--- src/rtl/trim_rx_if.sv ---
// Trim-code serial link bundle: generator-side serial lines plus the receiver's
// committed-code outputs.
interface trim_rx_if #(
    parameter int unsigned WIDTH = 12
);
    logic             SCLK;
    logic             SDIN;
    logic [WIDTH-1:0] TRIM_OUT;
    logic             TRIM_VALID;
    logic             FRAME_ERR;
    logic             BUSY;

    modport master (
        output SCLK,
        output SDIN,
        input  TRIM_OUT,
        input  TRIM_VALID,
        input  FRAME_ERR,
        input  BUSY
    );

    modport slave (
        input  SCLK,
        input  SDIN,
        output TRIM_OUT,
        output TRIM_VALID,
        output FRAME_ERR,
        output BUSY
    );
endinterface

--- src/rtl/trim_rx.sv ---
// Serial trim receiver: oversamples SCLK/SDIN in CLK50, deserializes one LSB-first
// code per frame (frames end on an SCLK-idle gap) and holds the last good code.
module trim_rx #(
    parameter int unsigned      WIDTH      = 12,
    parameter int unsigned      GAP_CYCLES = 75000000,
    parameter logic [WIDTH-1:0] RESET_CODE = '0
) (
    input  logic      CLK50,
    input  logic      RST,
    trim_rx_if.slave  bus
);

    localparam int unsigned CNT_W = $clog2(WIDTH + 2);
    localparam int unsigned GAP_W = $clog2(GAP_CYCLES + 1);

    localparam logic [CNT_W-1:0] CNT_ONE  = CNT_W'(1);
    localparam logic [CNT_W-1:0] CNT_FULL = CNT_W'(WIDTH);
    localparam logic [CNT_W-1:0] CNT_OVR  = CNT_W'(WIDTH + 1);
    localparam logic [GAP_W-1:0] GAP_TERM = GAP_W'(GAP_CYCLES - 1);
    localparam logic [GAP_W-1:0] GAP_MAX  = GAP_W'(GAP_CYCLES);

    localparam logic [0:0] IDLE = 1'b0;
    localparam logic [0:0] RECV = 1'b1;

    logic             sclk_meta_q, sclk_sync_q, sclk_prev_q;
    logic             sdin_meta_q, sdin_sync_q;
    logic [0:0]       state_q, state_d;
    logic [CNT_W-1:0] count_q, count_d;
    logic [GAP_W-1:0] gap_q, gap_d;
    logic [WIDTH-1:0] shift_q, shift_d;
    logic [WIDTH-1:0] trim_q, trim_d;
    logic             valid_q, valid_d;
    logic             err_q, err_d;

    logic sclk_fall, sclk_edge, gap_term;

    assign sclk_fall = sclk_prev_q & ~sclk_sync_q;
    assign sclk_edge = sclk_prev_q ^ sclk_sync_q;
    assign gap_term  = (gap_q == GAP_TERM) & ~sclk_edge;

    always_comb begin
        state_d = state_q;
        count_d = count_q;
        gap_d   = gap_q;
        shift_d = shift_q;
        trim_d  = trim_q;
        valid_d = 1'b0;
        err_d   = 1'b0;
        case (state_q)
            IDLE: begin
                gap_d = '0;
                if (sclk_fall) begin
                    shift_d = {sdin_sync_q, shift_q[WIDTH-1:1]};
                    count_d = CNT_ONE;
                    state_d = RECV;
                end
            end
            RECV: begin
                // An edge always beats a coincident gap terminal.
                if (sclk_edge) begin
                    gap_d = '0;
                    if (sclk_fall) begin
                        if (count_q < CNT_FULL) begin
                            shift_d = {sdin_sync_q, shift_q[WIDTH-1:1]};
                        end
                        if (count_q != CNT_OVR) begin
                            count_d = count_q + CNT_ONE;
                        end
                    end
                end else if (gap_term) begin
                    if (count_q == CNT_FULL) begin
                        trim_d  = shift_q;
                        valid_d = 1'b1;
                    end else begin
                        err_d = 1'b1;
                    end
                    count_d = '0;
                    shift_d = '0;
                    gap_d   = '0;
                    state_d = IDLE;
                end else if (gap_q != GAP_MAX) begin
                    gap_d = gap_q + GAP_W'(1);
                end
            end
            default: state_d = IDLE;
        endcase
    end

    always_ff @(posedge CLK50) begin
        if (!RST) begin
            sclk_meta_q <= 1'b0;
            sclk_sync_q <= 1'b0;
            sclk_prev_q <= 1'b0;
            sdin_meta_q <= 1'b0;
            sdin_sync_q <= 1'b0;
            state_q     <= IDLE;
            count_q     <= '0;
            gap_q       <= '0;
            shift_q     <= '0;
            trim_q      <= RESET_CODE;
            valid_q     <= 1'b0;
            err_q       <= 1'b0;
        end else begin
            sclk_meta_q <= bus.SCLK;
            sclk_sync_q <= sclk_meta_q;
            sclk_prev_q <= sclk_sync_q;
            sdin_meta_q <= bus.SDIN;
            sdin_sync_q <= sdin_meta_q;
            state_q     <= state_d;
            count_q     <= count_d;
            gap_q       <= gap_d;
            shift_q     <= shift_d;
            trim_q      <= trim_d;
            valid_q     <= valid_d;
            err_q       <= err_d;
        end
    end

    assign bus.TRIM_OUT   = trim_q;
    assign bus.TRIM_VALID = valid_q;
    assign bus.FRAME_ERR  = err_q;
    assign bus.BUSY       = (state_q == RECV);

endmodule
--- src/flat_wrapper.sv ---
// flat-port wrapper written by rule: the top's interface ports become plain ports
module trim_rx_flat 
#(
    parameter int unsigned      WIDTH      = 12,
    parameter int unsigned      GAP_CYCLES = 75000000,
    parameter logic [WIDTH-1:0] RESET_CODE = '0
)
  (CLK50, RST, bus_SCLK, bus_SDIN, bus_TRIM_OUT, bus_TRIM_VALID, bus_FRAME_ERR, bus_BUSY);
  trim_rx_if #(.WIDTH(WIDTH)) bus_i ();
  input  logic CLK50;
  input  logic RST;
  input wire logic [$bits(bus_i.SCLK)-1:0] bus_SCLK;
  input wire logic [$bits(bus_i.SDIN)-1:0] bus_SDIN;
  output wire logic [$bits(bus_i.TRIM_OUT)-1:0] bus_TRIM_OUT;
  output wire logic [$bits(bus_i.TRIM_VALID)-1:0] bus_TRIM_VALID;
  output wire logic [$bits(bus_i.FRAME_ERR)-1:0] bus_FRAME_ERR;
  output wire logic [$bits(bus_i.BUSY)-1:0] bus_BUSY;
  assign bus_i.SCLK = bus_SCLK;
  assign bus_i.SDIN = bus_SDIN;
  assign bus_TRIM_OUT = bus_i.TRIM_OUT;
  assign bus_TRIM_VALID = bus_i.TRIM_VALID;
  assign bus_FRAME_ERR = bus_i.FRAME_ERR;
  assign bus_BUSY = bus_i.BUSY;
  trim_rx #(.WIDTH(WIDTH), .GAP_CYCLES(GAP_CYCLES), .RESET_CODE(RESET_CODE)) u_core (.CLK50(CLK50), .RST(RST), .bus(bus_i));
endmodule
--- config.mk ---
export PLATFORM = sky130hd
export DESIGN_NAME = trim_rx_flat
export DESIGN_NICKNAME = d
export VERILOG_FILES = /design/src/rtl/trim_rx_if.sv /design/src/rtl/trim_rx.sv /design/src/flat_wrapper.sv
export SDC_FILE = /design/constraint.sdc
export NUM_CORES = 1
export LEC_CHECK = 0
export ABC_AREA = 1
export CAP_MARGIN = 0
export CORE_MARGIN = 1
export CORE_UTILIZATION = 60
export DETAILED_ROUTE_END_ITERATION = 6
export GPL_ROUTABILITY_DRIVEN = 0
export PLACE_DENSITY = 0.87
export RECOVER_POWER = 100
export SYNTH_ARGS = -nofsm -noshare
export SYNTH_HDL_FRONTEND = slang
export SYNTH_SLANG_ARGS = --single-unit
--- constraint.sdc ---
create_clock -name CLK50 -period 3.07 [get_ports CLK50]
set_clock_uncertainty 0.05 [all_clocks]
set_input_delay 0.614 -clock CLK50 [delete_from_list [all_inputs] [get_ports CLK50]]
set_output_delay 0.614 -clock CLK50 [all_outputs]
set_load 0.005 [all_outputs]
### Word-level counts from Yosys, hierarchy flattened

Cells that the tools add are included.

| word-level totals | value |
|---|---|
| bits in registers | 63 |
| output and inout bits | 15 |
| logic and storage cells | 59 |

| operators by class | value |
|---|---|
| add/subtract/negate cells | 2 |
| magnitude comparators | 1 |
| eq/ne operators | 10 |
| mux-type cells | 22 |
| bitwise logic cells | 8 |
| reductions and logical operators | 4 |

Operators with widths:

| operator | count |
|---|---|
| 2-to-1 mux 27 bit | 3 |
| 2-to-1 mux 12 bit | 5 |
| one-hot mux 27 bit (2 select lines) | 1 |
| adder 27 x 1 -> 27 bit (second input constant) | 1 |
| == test 27 bit (second input constant) | 1 |
| != test 27 bit (second input constant) | 1 |
| one-hot mux 12 bit (2 select lines) | 1 |
| 2-to-1 mux 4 bit | 5 |
| != test 3 bit (second input constant) | 4 |
| AND reduction 4 bit | 3 |
| != test 4 bit (second input constant) | 2 |
| one-hot mux 4 bit (2 select lines) | 1 |
| 2-to-1 mux 1 bit | 5 |
| NOT 1 bit | 5 |
| adder 4 x 1 -> 4 bit (second input constant) | 1 |
| == test 4 bit (second input constant) | 1 |
| less-than comparator 4 bit (second input constant) | 1 |
| OR reduction 4 bit | 1 |
| bitwise AND 1 bit | 2 |
| != test 2 x 1 -> 1 bit (second input constant) | 1 |
| one-hot mux 1 bit (2 select lines) | 1 |
| bitwise XOR 1 bit | 1 |

### Longest topological paths before layout

Gate-level depths: netlist of run 1.

| logic depth | value |
|---|---|
| depth in word-level cells | 6 |
| depth in mapped cells | 12 |
| mapped depth without buffers | 12 |

### Worst setup path after synthesis of run 1

OpenSTA, ideal clock, no wires.

| timing | value |
|---|---|
| path kind | register -> register |
| from | register u_core.sclk_prev_q |
| to | register u_core.shift_q[0] |
| setup time | 0.114 ns |
| arrival time | 1.549 ns |
| required time | 2.906 ns |
| slack | 1.357 ns |
| stages on the path, launching flop included | 9 |
| cells stage by stage | dfxtp_1 > inv_1 > ha_1 > nor2_2 > a31oi_1 > nand3_2 > buf_4 > a21oi_1 > nor2_1 |

| on the way | value |
|---|---|
| cells in the longest elaborated chain, start to end | 5 |

RTL lines:

| element | RTL line | source |
|---|---|---|
| start, declared | trim_rx.sv:25 | `logic sclk_meta_q, sclk_sync_q, sclk_prev_q;` |
| start signal, assigned | trim_rx.sv:106 | `sclk_prev_q <= sclk_sync_q;` |
| bitwise XOR 1 bit | trim_rx.sv:38 | `assign sclk_edge = sclk_prev_q ^ sclk_sync_q;` |
| NOT 1 bit (no line) | n/a |  |
| bitwise AND 1 bit | trim_rx.sv:39 | `assign gap_term = (gap_q == GAP_TERM) & ~sclk_edge;` |
| != test 3 bit (no line) | n/a |  |
| AND reduction 4 bit (no line) | n/a |  |
| end signal, assigned | trim_rx.sv:112 | `shift_q <= shift_d;` |
| end, declared | trim_rx.sv:30 | `logic [WIDTH-1:0] shift_q, shift_d;` |

Several ways; a longest one is shown, not always the timed one.
A chain may end at the register's enable or synchronous reset.

### Worst setup path after layout of run 1

| timing | value |
|---|---|
| from | register u_core.sclk_prev_q |
| to | register u_core.shift_q[10] |

Same word-level chain as after synthesis.

==> flow_summary.toml, run 1 <==
[floorplanning]
core.rowCount = 25
coreArea_um2 = 4820
dieArea_um2 = 5390
start_util_pct = 63.5
die_w_um = 73.4
die_h_um = 73.4
pin_count = 19

[worst_setup_path]
cp-start-kind = "flop"
cp.arrival_ns = 2.65
cp_num_buf_inv = 1
regToRegStartpoint = "u_core.sclk_prev_q"
crit_required_ns = 3.26
reg2reg_depth = 7
cp_common_cell = "nor2_1"
crit_type = "reg2reg"
slowest_stage = "nand3_1"
cp_max_fo = 21
cp_top_family = "simple AND/OR/NAND/NOR gates"
critical_path.cell_chain = "inv_1 -> ha_1 -> nor2_1 -> a31oi_1 -> nand3_1 -> a21oi_1 -> nor2_1"
r2r-end = "u_core.shift_q[10]"
crit_path_end_kind = "flop"
reg2reg_slack_ns = 0.61
max_stage_delay_ns = 0.60

[route]
wl_per_cell_um = 11.1
ant_nets = 0
remaining_drc_errors = 1
drt_first_pass_iters = 7
via_count = 2738
wl_mm = 6.03
drt-initial-drc-count = 179
viasPerCell = 5.03

[timing]
finalMaxSlewViolations = 0
fmax_mhz = 407
max_slew_margin_pct = 18.3
rsz0062_at_grt = "false"
tightest_slew_ns = 1.23
period_share_pct = 80.1
fin_setup_tns_ns = 0
period_needed_ns = 2.46
finalHoldViolCount = 0
finalSetupViolations = 0

[layout]
n_antenna_cell = 0
drive_above_1_share_pct = 6.50
syn_to_final_growth_pct = 12.2
nets = 483

[power_and_ir_drop]
switching_share_pct = 23.6
ir_drop_mv = 0.343
leakagePower_nw = 1.57
finalPower_mw = 1.60
clkPwrFrac_pct = 43.7
power_density_nw_per_um2 = 467
p_int_mw = 1.23
pwr-share-seq_pct = 52.4
p_switching_mw = 0.379
p_comb_share_pct = 3.9

[clock_network]
cts_sinks = 63
cts_inserted_buffers = 9
cts_root_buf = "clkbuf_8"
cts.repair.resized = 0
cts_hold_buf = 0
cts_tree = "built"
path_clk_slew_ns = 0.07
clkLatencyLatePin_ns = 0.35
cts_max_level = 3
clock_path_buffers = 2
cts_setup_buffers = 0

[status]
violations = "DRC"
outcome = "finished, violations left"

[global_route]
grt-ovfl-total = 0
grtUsageTotal_pct = 25.4
grt_max_degree = 31
grt_pass1_vias = 2496
grt_pass1_wl_mm = 10.5
antenna_found_initial = 0

[hold_path]
hold_path.class = "reg2reg"
hold_depth = 2
worstHoldStart = "u_core.sdin_meta_q"
worstHoldEndpoint = "u_core.sdin_sync_q"

[synthesis]
synth_area_um2 = 3060
yosysWarnings = 0
ys_ff_latch = 63
ys_types = 29
synth_area_per_cell_um2 = 6.79
synth_fp_nets = 462
ys_seq_area_share_pct = 41.2
synthCells = 451

[placed_design]
dp_hpwl_mm = 4.17
port_buffers = 18

[flow_run]
cap_violations = 0
## stage by stage
step | area (um^2) | util (%) | worst slack, ns | instances | hold WS (ns)
6_report | 3430 | 71.3 | 0.610 | 544 | 0.366
3_3_place_gp | 3270 | 67.9 | 1.01 | 528 | 0.342
4_1_cts | 3460 | 71.8 | 0.904 | 544 | 0.367
5_1_grt | 3430 | 71.3 | 0.373 | 544 | 0.381
2_1_floorplan | 3060 | - | 1.36 | 451 | 0.340
3_5_place_dp | 3270 | 67.9 | 0.929 | 528 | 0.350
## layer usage
| layer | part of all wire [%] | up-vias | global-route usage, % | routed length, um |
|---|---|---|---|---|
| met5 | 0 | - | 0 | 0 |
| met4 | 2.2 | 0 | 12.8 | 133 |
| met3 | 4.4 | 12 | 5.08 | 268 |
| met2 | 47 | 59 | 42.1 | 2820 |
| met1 | 47 | 1227 | 31.4 | 2810 |
| li1 | - | 1440 | - | - |
## cells by family (layout without fill, tap and decap cells)
family                     after synthesis  after routing  synth area share (%)
and+or+nand+nor                        244            244                  35.0
buffers and inverters                   84            110                  11.2
DFF                                     63             63                  41.2
AOI/OAI and AO/OA                       44             44                  7.24
xor gates and xnor gates                 9              9                  2.58
adders and majority gates                7              7                  2.86
## area by class of cell
| type | instances | area [um^2] |
|---|---|---|
| Multi-Input combinational cell | 304 | 1440 |
| Clock inverter | 6 | 61.3 |
| Fill cell | 417 | 1380 |
| Clock buffer | 10 | 128 |
| Inverter | 75 | 282 |
| Tap cell | 67 | 83.8 |
| Timing Repair Buffer | 19 | 184 |
| Sequential cell | 63 | 1260 |
## sequential cells by signal, indices dropped and copies added (netlist names)
register and flops:
u_core.sclk_meta_q 1, u_core.shift_q 12, u_core.bus.TRIM_VALID 1, u_core.count_q 4
u_core.sdin_meta_q 1, u_core.bus.BUSY 1, u_core.sclk_sync_q 1, u_core.sdin_sync_q 1
u_core.bus.TRIM_OUT 12, u_core.gap_q 27, u_core.bus.FRAME_ERR 1, u_core.sclk_prev_q 1
## synthesized netlist by cell type
master    instances  area (um^2)
buf_4             2         15.0
a31oi_1           1         6.26
buf_2             3         15.0
nor3_1           17         85.1
nand3_2           2         20.0
nor2_4            2         22.5
nand4_1          13         81.3
o21ai_0           5         25.0
nor2_2            5         31.3
nand3_4           1         17.5
nand4_4           1         21.3
and3_1            1         6.26
xor2_1            8         70.1
nand2_2           2         12.5
ha_1              7         87.6
clkinv_1          1         3.75
a21oi_1          30          150
dfxtp_1          63         1260
nor2_1           79          297
buf_6             2         22.5
nor4_1            1         6.26
or2_2             1         6.26
inv_1            66          248
nand2_1         106          398
inv_2             8         30.0
nand3_1          13         65.1
xnor2_1           1         8.76
clkbuf_1          2         7.51
o21ai_1           8         40.0
## worst register-to-register path, stage by stage (launching register included)
cell and delay (ns):
dfxtp_1 0.34, inv_1 0.05, ha_1 0.42, nor2_1 0.16
a31oi_1 0.33, nand3_1 0.60, a21oi_1 0.34, nor2_1 0.06
## cells in the final DEF, fill, tap and decap left out, types with 2 or more instances in the layout
cell type / instances
nor2_1: 82
clkbuf_8: 9
clkdlybuf4s50_1: 2
inv_1: 66
xor2_1: 8
clkbuf_1: 2
nor2_2: 3
nand3_1: 14
nand2_1: 108
o21ai_0: 12
dlygate4sd3_1: 16
a21oi_1: 30
nand4_1: 13
inv_2: 8
clkinv_2: 3
ha_1: 7
dfxtp_1: 63
nor3_1: 17
## power groups by stage
stage               Clock (mW)  Sequential [mW]  Combinational [mW]
finish                   0.700            0.841              0.0632
detailed placement           0            0.860              0.0652
global route             0.731            0.843              0.0738
CTS                      0.699            0.841              0.0659
global placement             0            0.859              0.0627
floorplan                    0            0.857              0.0528
## worst max-delay path by stage
stage,depth (start not counted),start,to
after detailed placement,7,u_core.sclk_prev_q,u_core.shift_q[10]
after CTS,7,u_core.sclk_prev_q,u_core.shift_q[10]
after floorplan,8,u_core.sclk_prev_q,u_core.shift_q[0]
after global placement,7,RST,u_core.gap_q[21]
final,7,u_core.sclk_prev_q,u_core.shift_q[10]
after global routing,7,u_core.sclk_prev_q,u_core.shift_q[5]
Power figures use the tool's default switching activity.
==> run 2, diff against run 1 <==
--- a/config.mk
+++ b/config.mk
@@ -8,10 +8,10 @@
 export ABC_AREA = 1
 export CAP_MARGIN = 0
 export CORE_MARGIN = 1
-export CORE_UTILIZATION = 60
+export CORE_UTILIZATION = 53
 export DETAILED_ROUTE_END_ITERATION = 6
 export GPL_ROUTABILITY_DRIVEN = 0
-export PLACE_DENSITY = 0.87
+export PLACE_DENSITY = 0.82
 export RECOVER_POWER = 100
 export SYNTH_ARGS = -nofsm -noshare
 export SYNTH_HDL_FRONTEND = slang
==> constraint.sdc (replaced) <==
create_clock -name CLK50 -period 2 [get_ports CLK50]
set_clock_uncertainty 0.05 [all_clocks]
set_input_delay 0.4 -clock CLK50 [delete_from_list [all_inputs] [get_ports CLK50]]
set_output_delay 0.4 -clock CLK50 [all_outputs]
set_load 0.005 [all_outputs]
==> run 2 against run 1 <==
The flow now finishes without violations. Combinational power grew 80%. Worst hold slack is essentially flat. Global-route usage shrank 0.65 points. Critical path depth grew 2. First-iteration DRC count grew 56%. Clock power grew 94%. Wire length grew 15%. Sequential power grew 53%.
==> flow_summary.toml, run 2 (same netlist as run 1, synthesis figures left out) <==
[layout]
final_common_cell = "nand2_1"
nets = 493
layout_common_cells = "nand2_1, nor2_1, inv_1, dfxtp_1, a21oi_1"
multi_input_area_um2 = 1510
syn_to_final_growth_pct = 18.9
drive_above_1_share_pct = 11.5
n_antenna_cell = 0
top_register = "u_core.gap_q"
seqCellArea_um2 = 1260
largest_reg_flops = 27
post-route-cell-area_um2 = 3640
fill_cells = 502

[global_route]
antenna_found_initial = 0
grt_pass1_vias = 2587
grt-ovfl-total = 0
grtUsageTotal_pct = 24.8
grt_max_degree = 31
grt_pass1_wl_mm = 11.6

[power_and_ir_drop]
finalPower_mw = 2.77
leakagePower_nw = 1.60
power_density_nw_per_um2 = 761
ir_drop_mv = 0.436

[worst_setup_path]
crit_required_ns = 2.21
crit_start = "u_core.gap_q[1]"
crit_type = "reg2reg"
crit_path_end_kind = "flop"
regToRegStartpoint = "u_core.gap_q[1]"
cp_max_fo = 5
cp.arrival_ns = 2.11
cp-start-kind = "flop"

[route]
remaining_drc_errors = 0
drt_first_pass_iters = 5
met3WireLength_um = 341
met1_length_mm = 3.17
wl_mm = 6.91
ant_nets = 0
drt-initial-drc-count = 279
wl_met2_mm = 3.25
viasPerCell = 5.06
wl_per_cell_um = 12.4
topRoutingLayerUsed = "met4"
via_count = 2826

[clock_network]
cts_root_buf = "clkbuf_8"
clkLatencyLatePin_ns = 0.35
cts_tree = "built"
path_clk_slew_ns = 0.07
cts_max_level = 3
cts_inserted_buffers = 9
cts_sinks = 63
clock_path_buffers = 2

[flow_run]
cap_violations = 0

[timing]
fin_setup_tns_ns = 0
period_needed_ns = 1.90
finalSetupViolations = 0
tightest_slew_ns = 0.392
rsz0062_at_grt = "true"
finalMaxSlewViolations = 0
finalHoldViolCount = 0
max_slew_margin_pct = 73.9
period_share_pct = 95.0
fmax_mhz = 526

[status]
outcome = "completed"

[hold_path]
worstHoldStart = "u_core.sdin_meta_q"
hold_path.class = "reg2reg"

[floorplanning]
dieArea_um2 = 6080
start_util_pct = 55.2
core.rowCount = 27
die_h_um = 78.0
coreArea_um2 = 5540
pin_count = 19
die_w_um = 78.0

[placed_design]
port_buffers = 18
placed_area_um2 = 3320
dp_hpwl_mm = 4.33
## run 2: cell count changes in the layout (fill, tap and decap cells not counted), moves of 3 or more
| cell | change |
|---|---|
| nor2_2 | +3 |
| buf_4 | +9 |
| o21ai_0 | -7 |
| nor2_1 | -4 |
| dlygate4sd3_1 | -16 |
| nand2_2 | +3 |
| nand2_1 | -3 |
| clkdlybuf4s50_1 | +16 |
| o21ai_1 | +7 |
## run 2: worst max-delay path, stage by stage (launching register included)
cell     delay, ns
dfxtp_2       0.36
ha_1          0.18
nand2_1       0.09
inv_1         0.11
nand3_2       0.12
nor2_2        0.23
nand2_2       0.14
nor2_2        0.17
a21oi_1       0.12
nor3_1        0.24
## run 2: path summary, 6_finish.rpt
check | slack, ns | to | cells after the start
max | 0.10 | u_core.gap_q[24] | 9
min | 0.37 | u_core.sdin_sync_q | 2
max reg2reg | 0.10 | u_core.gap_q[24] | 9
min reg2reg | 0.37 | u_core.sdin_sync_q | 2
## run 2: layer usage
layer	vias to the layer above	track usage, %
met4	0	11.5
met1	1259	31.0
li1	1475	-
met2	75	39.4
met3	17	6.94
met5	-	0
## run 2: stage by stage
step	instances	hold WS [ns]	util, %	worst slack [ns]
after floorplan	451	0.340	-	0.287
after global placement	538	0.343	59.8	0.202
after detailed placement	538	0.351	59.8	0.120
after CTS	555	0.369	64.5	0.0280
after global routing	559	0.398	65.7	-0.0561
final	559	0.365	65.7	0.100
## run 2: area by class of cell
class / count / area share, %
flip-flops and latches: 63 / 34.7
repair buffers: 27 / 6.81
clock inverters: 6 / 2.96
inverters: 75 / 7.84
clock buffers: 10 / 3.78
multi-input cells: 306 / 41.4
well taps: 72 / 2.48
## run 2: where the power goes
group / switching (mW) / internal [mW] / total (mW)
clock: 0.506 / 0.857 / 1.36
combinational: 0.0699 / 0.0439 / 0.114
sequential: 0.0164 / 1.28 / 1.29
## run 2: timing repair
item,4_1_cts,5_1_grt
gates cloned,1,1
resized for setup,0,8
pin swaps,0,1
hold buffers,0,0
endpoints found under the setup margin,1,22
buffers inserted,0,3
